**src/rtl/rename_regfile.sv**
```systemverilog
// rename_regfile: architectural register file with per-register rename tags.
// Each issued instruction reads two sources as a value or a pending ROB tag.
// It then renames its destination to the issuing tag. The file takes one
// in-order commit write per cycle and supports a global flush. Results leave
// through a one-entry registered valid/ready stage.
// Optional feature macro: RF_COMMIT_BYPASS_EN. When it is defined, a
// same-cycle commit is forwarded to matching source reads. When it is
// undefined, issue is stalled in any cycle that carries a commit.
module rename_regfile #(
   parameter int unsigned XLEN  = 32,
   parameter int unsigned NREG  = 32,
   parameter int unsigned TAG_W = 4,
   parameter int unsigned RA_W  = $clog2(NREG)
) (
   input  logic             clk,
   input  logic             rst,
   input  logic             flush,
   input  logic             iss_valid,
   output logic             iss_ready,
   input  logic [RA_W-1:0]  iss_rs1,
   input  logic [RA_W-1:0]  iss_rs2,
   input  logic [RA_W-1:0]  iss_rd,
   input  logic             iss_rd_we,
   input  logic [TAG_W-1:0] iss_tag,
   output logic             rd_valid,
   input  logic             rd_ready,
   output logic [XLEN-1:0]  rd_v1,
   output logic [XLEN-1:0]  rd_v2,
   output logic             rd_b1,
   output logic             rd_b2,
   output logic [TAG_W-1:0] rd_q1,
   output logic [TAG_W-1:0] rd_q2,
   output logic [TAG_W-1:0] rd_tag,
   input  logic             cm_valid,
   input  logic [RA_W-1:0]  cm_rd,
   input  logic [TAG_W-1:0] cm_tag,
   input  logic [XLEN-1:0]  cm_data
);

   logic [XLEN-1:0]  val_q  [NREG];
   logic [XLEN-1:0]  val_d  [NREG];
   logic             busy_q [NREG];
   logic             busy_d [NREG];
   logic [TAG_W-1:0] tag_q  [NREG];
   logic [TAG_W-1:0] tag_d  [NREG];

   logic [RA_W-1:0]  src_idx [2];
   logic [XLEN-1:0]  src_v   [2];
   logic             src_b   [2];
   logic [TAG_W-1:0] src_q   [2];

   logic             out_valid_q;
   logic [XLEN-1:0]  out_v1_q, out_v2_q;
   logic             out_b1_q, out_b2_q;
   logic [TAG_W-1:0] out_q1_q, out_q2_q, out_tag_q;

   logic cm_hit;
   logic iss_fire;

   assign src_idx[0] = iss_rs1;
   assign src_idx[1] = iss_rs2;
   assign cm_hit     = cm_valid && (cm_rd != '0);

   // Issue handshake: free output slot; without forwarding, stall on commit cycles.
   always_comb begin
      iss_ready = !out_valid_q || rd_ready;
`ifndef RF_COMMIT_BYPASS_EN
      if (cm_hit) iss_ready = 1'b0;
`endif
   end

   assign iss_fire = iss_valid && iss_ready && !flush;

   // Source lookup from pre-rename state; x0 is hard-wired to value 0, not busy.
   always_comb begin
      for (int s = 0; s < 2; s++) begin
         src_v[s] = val_q[src_idx[s]];
         src_b[s] = busy_q[src_idx[s]];
         src_q[s] = tag_q[src_idx[s]];
         if (src_idx[s] == '0) begin
            src_v[s] = '0;
            src_b[s] = 1'b0;
            src_q[s] = '0;
         end
`ifdef RF_COMMIT_BYPASS_EN
         else if (cm_valid && (cm_rd == src_idx[s]) && busy_q[src_idx[s]] &&
                  (tag_q[src_idx[s]] == cm_tag)) begin
            src_v[s] = cm_data;
            src_b[s] = 1'b0;
         end
`endif
      end
   end

   // Array next state: commit first, then rename (rename wins), then flush clears busy.
   always_comb begin
      val_d  = val_q;
      busy_d = busy_q;
      tag_d  = tag_q;
      if (cm_hit) begin
         val_d[cm_rd] = cm_data;
         if (tag_q[cm_rd] == cm_tag) busy_d[cm_rd] = 1'b0;
      end
      if (iss_fire && iss_rd_we && (iss_rd != '0)) begin
         busy_d[iss_rd] = 1'b1;
         tag_d[iss_rd]  = iss_tag;
      end
      if (flush) begin
         for (int i = 0; i < NREG; i++) busy_d[i] = 1'b0;
      end
   end

   // Register array state.
   always_ff @(posedge clk or posedge rst) begin
      if (rst) begin
         for (int i = 0; i < NREG; i++) begin
            val_q[i]  <= '0;
            busy_q[i] <= 1'b0;
            tag_q[i]  <= '0;
         end
      end else begin
         val_q  <= val_d;
         busy_q <= busy_d;
         tag_q  <= tag_d;
      end
   end

   // One-entry output stage: load on fire, drain on ready, drop on flush.
   always_ff @(posedge clk or posedge rst) begin
      if (rst) begin
         out_valid_q <= 1'b0;
         out_v1_q    <= '0;
         out_v2_q    <= '0;
         out_b1_q    <= 1'b0;
         out_b2_q    <= 1'b0;
         out_q1_q    <= '0;
         out_q2_q    <= '0;
         out_tag_q   <= '0;
      end else if (flush) begin
         out_valid_q <= 1'b0;
      end else if (iss_fire) begin
         out_valid_q <= 1'b1;
         out_v1_q    <= src_v[0];
         out_v2_q    <= src_v[1];
         out_b1_q    <= src_b[0];
         out_b2_q    <= src_b[1];
         out_q1_q    <= src_q[0];
         out_q2_q    <= src_q[1];
         out_tag_q   <= iss_tag;
      end else if (rd_ready) begin
         out_valid_q <= 1'b0;
      end
   end

   assign rd_valid = out_valid_q;
   assign rd_v1    = out_v1_q;
   assign rd_v2    = out_v2_q;
   assign rd_b1    = out_b1_q;
   assign rd_b2    = out_b2_q;
   assign rd_q1    = out_q1_q;
   assign rd_q2    = out_q2_q;
   assign rd_tag   = out_tag_q;

endmodule

```
**config.mk**
```make
export PLATFORM = sky130hd
export DESIGN_NAME = rename_regfile
export DESIGN_NICKNAME = d
export VERILOG_FILES = /design/src/rtl/rename_regfile.sv
export SDC_FILE = /design/constraint.sdc
export NUM_CORES = 2
export LEC_CHECK = 0
export ABC_AREA = 1
export BUFFER_PORTS_ARGS = -buffer_cell sky130_fd_sc_hd__buf_2
export CELL_PAD_IN_SITES_DETAIL_PLACEMENT = 0
export CELL_PAD_IN_SITES_GLOBAL_PLACEMENT = 1
export CORE_UTILIZATION = 35
export DETAILED_ROUTE_END_ITERATION = 12
export GPL_ROUTABILITY_DRIVEN = 0
export PLACE_DENSITY = 0.7
export SLEW_MARGIN = 20
export SYNTH_ARGS = -nofsm -noshare
export SYNTH_HDL_FRONTEND = slang
export SYNTH_SLANG_ARGS = --single-unit
```
**constraint.sdc**
```tcl
create_clock -name clk -period 54.6 [get_ports clk]
set_input_delay 8.19 -clock clk [delete_from_list [all_inputs] [get_ports clk]]
set_output_delay 8.19 -clock clk [all_outputs]
set_load 0.005 [all_outputs]
```
# After elaboration in Yosys (flattened, before gate mapping)
# Cells that the tools add are included.
[word_totals] wordCells=180 register_bits=1263
[classes] n_mux=45 bitwise=8 n_reduce_logical=16 magnitude_cmp=6 n_eq_ne=1
[op_table] cell="bitwise mux 1024 bit" count=1
[op_table] cell="two-way mux 32 bit" count=11
[op_table] cell="binary-select mux 32 bit (select 5 bit)" count=2
[op_table] cell="demux 32 bit (select 5 bit)" count=1
[op_table] cell="bitwise mux 128 bit" count=1
[op_table] cell="binary-select mux 4 bit (select 5 bit)" count=3
[op_table] cell="two-way mux 4 bit" count=9
[op_table] cell="bitwise AND 32 bit" count=1
[op_table] cell="inverter 32 bit" count=1
[op_table] cell="bitwise OR 32 bit" count=1
[op_table] cell="greater-or-equal comparator 6 bit, second input constant" count=4
[op_table] cell="inverter 5 -> 6 bit" count=4
[op_table] cell="demux 4 bit (select 5 bit)" count=1
[op_table] cell="< comparator 6 x 1 -> 1 bit, second input constant" count=2
[op_table] cell="two-way mux 1 bit" count=12
[op_table] cell="binary-select mux 1 bit (select 5 bit)" count=2
[op_table] cell="demux 1 bit (select 5 bit)" count=2
[op_table] cell="zero test 5 bit" count=2
[op_table] cell="nonzero test 5 bit" count=2
[op_table] cell="logical AND 1 bit" count=7
[op_table] cell="equality test 4 bit" count=1
[op_table] cell="nonzero test 3 bit" count=1
[op_table] cell="zero test 1 bit" count=2
[op_table] cell="AND reduction 2 bit" count=1
[op_table] cell="other kinds (2)" count=2

# Logic depth before layout (Yosys ltp)
[logic_depth] word_depth=12 mapped_depth=18 ltp_nobuf=15

# Worst setup path before layout
# OpenSTA, ideal clock, no wires.
[synth_timing] kind="input to output" from="input port cm_rd[0]" to="output port iss_ready" stages=6 path_slack_ns=37.544 path_buffers=1 arrival_time_ns=8.866 required_ns=46.410 cell_sequence="buf_2 nor2_2 nand2_1 nand2_1 inv_2 a21oi_4"
[synth_between] elab_chain_len=3
[synth_rtl] element="start: declaration" line="35" rtl="input logic [RA_W-1:0] cm_rd,"
[synth_rtl] element="nonzero test 5 bit" line="62" rtl="assign cm_hit = cm_valid && (cm_rd != '0);"
[synth_rtl] element="logical AND 1 bit" line="62"
[synth_rtl] element="two-way mux 1 bit" line="68" rtl="if (cm_hit) iss_ready = 1'b0;"
[synth_rtl] element="end: declaration" line="19" rtl="output logic iss_ready,"
# Every way passes these cells.

# Worst setup path after layout
[layout_timing] from="input port cm_rd[1]" to="output port iss_ready"
# Same word-level chain as after synthesis.

==> flow_summary.toml <==
[logic_synthesis]
avgSynthCellArea_um2 = 7.40
synthCells = 9229
yosysUniqueCellTypes = 33
async_flop_share_pct = 100
syn_area_mm2 = 0.0683
yosys.area.top_type_share_pct = 46.3
synth_edf_count = 0
yosysSeqAreaShare_pct = 46.3
synth_top_area_cell = "dfrtp_1"
yosys_warnings = 0
syn_nets = 9296
ys.flop_type = "dfrtp_1"
ys_seq_elements = 1263
synth.area.top_cells = "dfrtp_1, o21ai_0, nand2_1"

[placement]
portBuffers = 146
post-place-ws_ps = 36750
dpl-instance-area_mm2 = 0.0703
dpl.hpwl_mm = 165

[grt]
grt_first_pass_wirelength_mm = 429
grt_max_degree = 217
grt_usage_pct = 29.5
grt_overflow_total = 0
grt_pass1_vias = 60700
antenna_found_initial = 20

[detailed_routing]
wirelength_mm = 295
vias_per_cell = 5.76
firstDrtPassIters = 7
vias = 66100
wl_met3_mm = 24.6
drt-initial-drc-count = 8398
highest_layer = "met5"
antenna_left = 0
routedWlPerCell_um = 25.7
dr_wl_met2_mm = 133
drc = 0
wl_met1_mm = 122

[power]
ir_drop_mv = 0.0318
p_per_area_mw_per_mm2 = 36.6
power.leakage_nw = 32.5

[worst_setup_path]
crit_path_start_kind = "input port"
crit_fanout = 34
worstSetupPathType = "in -> out"
crit_arrival_ps = 9660
end_kind = "output pin"
required_ps = 46410

[job]
maxCapViolations = 0

[finish]
layout_commonest_cell = "nand2_1"
finalInstanceArea_mm2 = 0.0753
drive_gt1_share_pct = 6.76
nNetsFinal = 8862
final_cell_mix = "nand2_1, o21ai_0, dfrtp_1"
syn_to_final_growth_pct = 10.3

[timing]
grt_setup_unrepaired = "no"
fin_crit_sh_pct = 32.7
tightest_slew_ps = 1260
slew_headroom_pct = 15.7
fmax_mhz = 56.0
min_period_ps = 17850
finalSetupViolCount = 0
hold_violations = 0
slew_viol_final = 0
skew_ps = 30.3
final.setup.tns_ps = 0
worst_slack_ps = 36750

[cts]
cts_tree = "built"
clk_latency_ps = 810
clockRootBuffer = "clkbuf_16"
numCtsBuffers = 147
hold_buffers = 0
cts.sinks = 1263
htree_levels = 4
cts_resized = 0
clk_pin_slew_ps = 60
cts_setup_buffers = 0
cts_max_path_buffers = 3

[floorplanning]
core_area_mm2 = 0.193
initial_core_util_pct = 35.3
die_w_um = 444
dieArea_mm2 = 0.197
ioPinCount = 147
die_y_um = 444
rows = 161

[run_status]
status = "completed"

[hold_path]
hp-class = "reg -> reg"
[worst paths after layout]
path | slack [ps] | to | startpoint | cells past startpoint
min | 380 | tag_q[126] | tag_q[126] | 0
max in group asynchronous | 42630 | val_q[140] | rst | 7
min reg2reg | 380 | tag_q[126] | tag_q[126] | 0
max reg2reg | 50320 | rd_v2[6] | rd_valid | 7
max | 36750 | iss_ready | cm_rd[1] | 8
min in group asynchronous | 7510 | val_q[117] | rst | 2
[cell families after synthesis]
family | count (synthesis) | share of synthesized area [%]
compound gates | 3103 | 25.5
buf+inv | 1679 | 9.41
flops | 1263 | 46.3
simple gates | 3184 | 18.8
[through the flow]
stage	hold slack (ps)	total power [mW]	instances	util, %
2_1_floorplan	429	1.57	9229	-
3_5_place_dp	368	1.73	11200	36.4
5_1_grt	386	2.89	11500	38.9
4_1_cts	381	2.76	11400	38.9
3_3_place_gp	366	1.71	11200	36.4
6_report	377	2.75	11500	39.0
[Yosys cell counts (8+ instances only)]
cell,n
inv_1,797
o22ai_1,32
o2111ai_1,148
nor2_1,407
nand2_1,2204
o21ai_0,1798
o211ai_1,463
nand3_1,494
a21oi_1,616
inv_2,12
nand4_1,51
a221oi_1,15
dfrtp_1,1263
o21ai_1,18
buf_1,87
buf_2,96
clkbuf_1,681
nor3_1,8
[critical path, cell delays in order]
cell	delay, ps
buf_2	100
buf_4	300
nor2_2	460
nand2_1	120
nand2_1	100
inv_2	80
a21oi_4	150
buf_2	140
[routing by layer]
layer  vias to the layer above  track usage [%]
li1                      30000                -
met1                     32100             39.7
met2                      3300             45.9
met3                       602             4.70
met4                         2             14.5
met5                         -                0
[report_power, final]
group          internal [mW]  total, mW  leakage, nW  switching (mW)
Combinational          0.164      0.514         14.7           0.351
Sequential              1.12       1.21         15.4          0.0924
Clock                  0.595       1.03         2.47           0.433
Total                   1.88       2.75         32.5           0.876
[final cells by class]
cell class	instances	area, um2
timing repair buffer	282	1910
sequential	1263	31600
clock buffer	217	4420
clock inverter	53	528
antenna	22	55.1
fill	19900	118000
multi-input combinational	6287	30500
inverter	814	3090
tap	2526	3160
[flip-flops by register name, indices dropped and copies added (netlist names)]
signal,flops
busy_q,32
rd_v2,32
rd_q1,4
rd_q2,4
rd_tag,4
rd_b1,1
rd_b2,1
rd_valid,1
tag_q,128
rd_v1,32
val_q,1024
No activity file was read; power rests on OpenSTA's default activity.
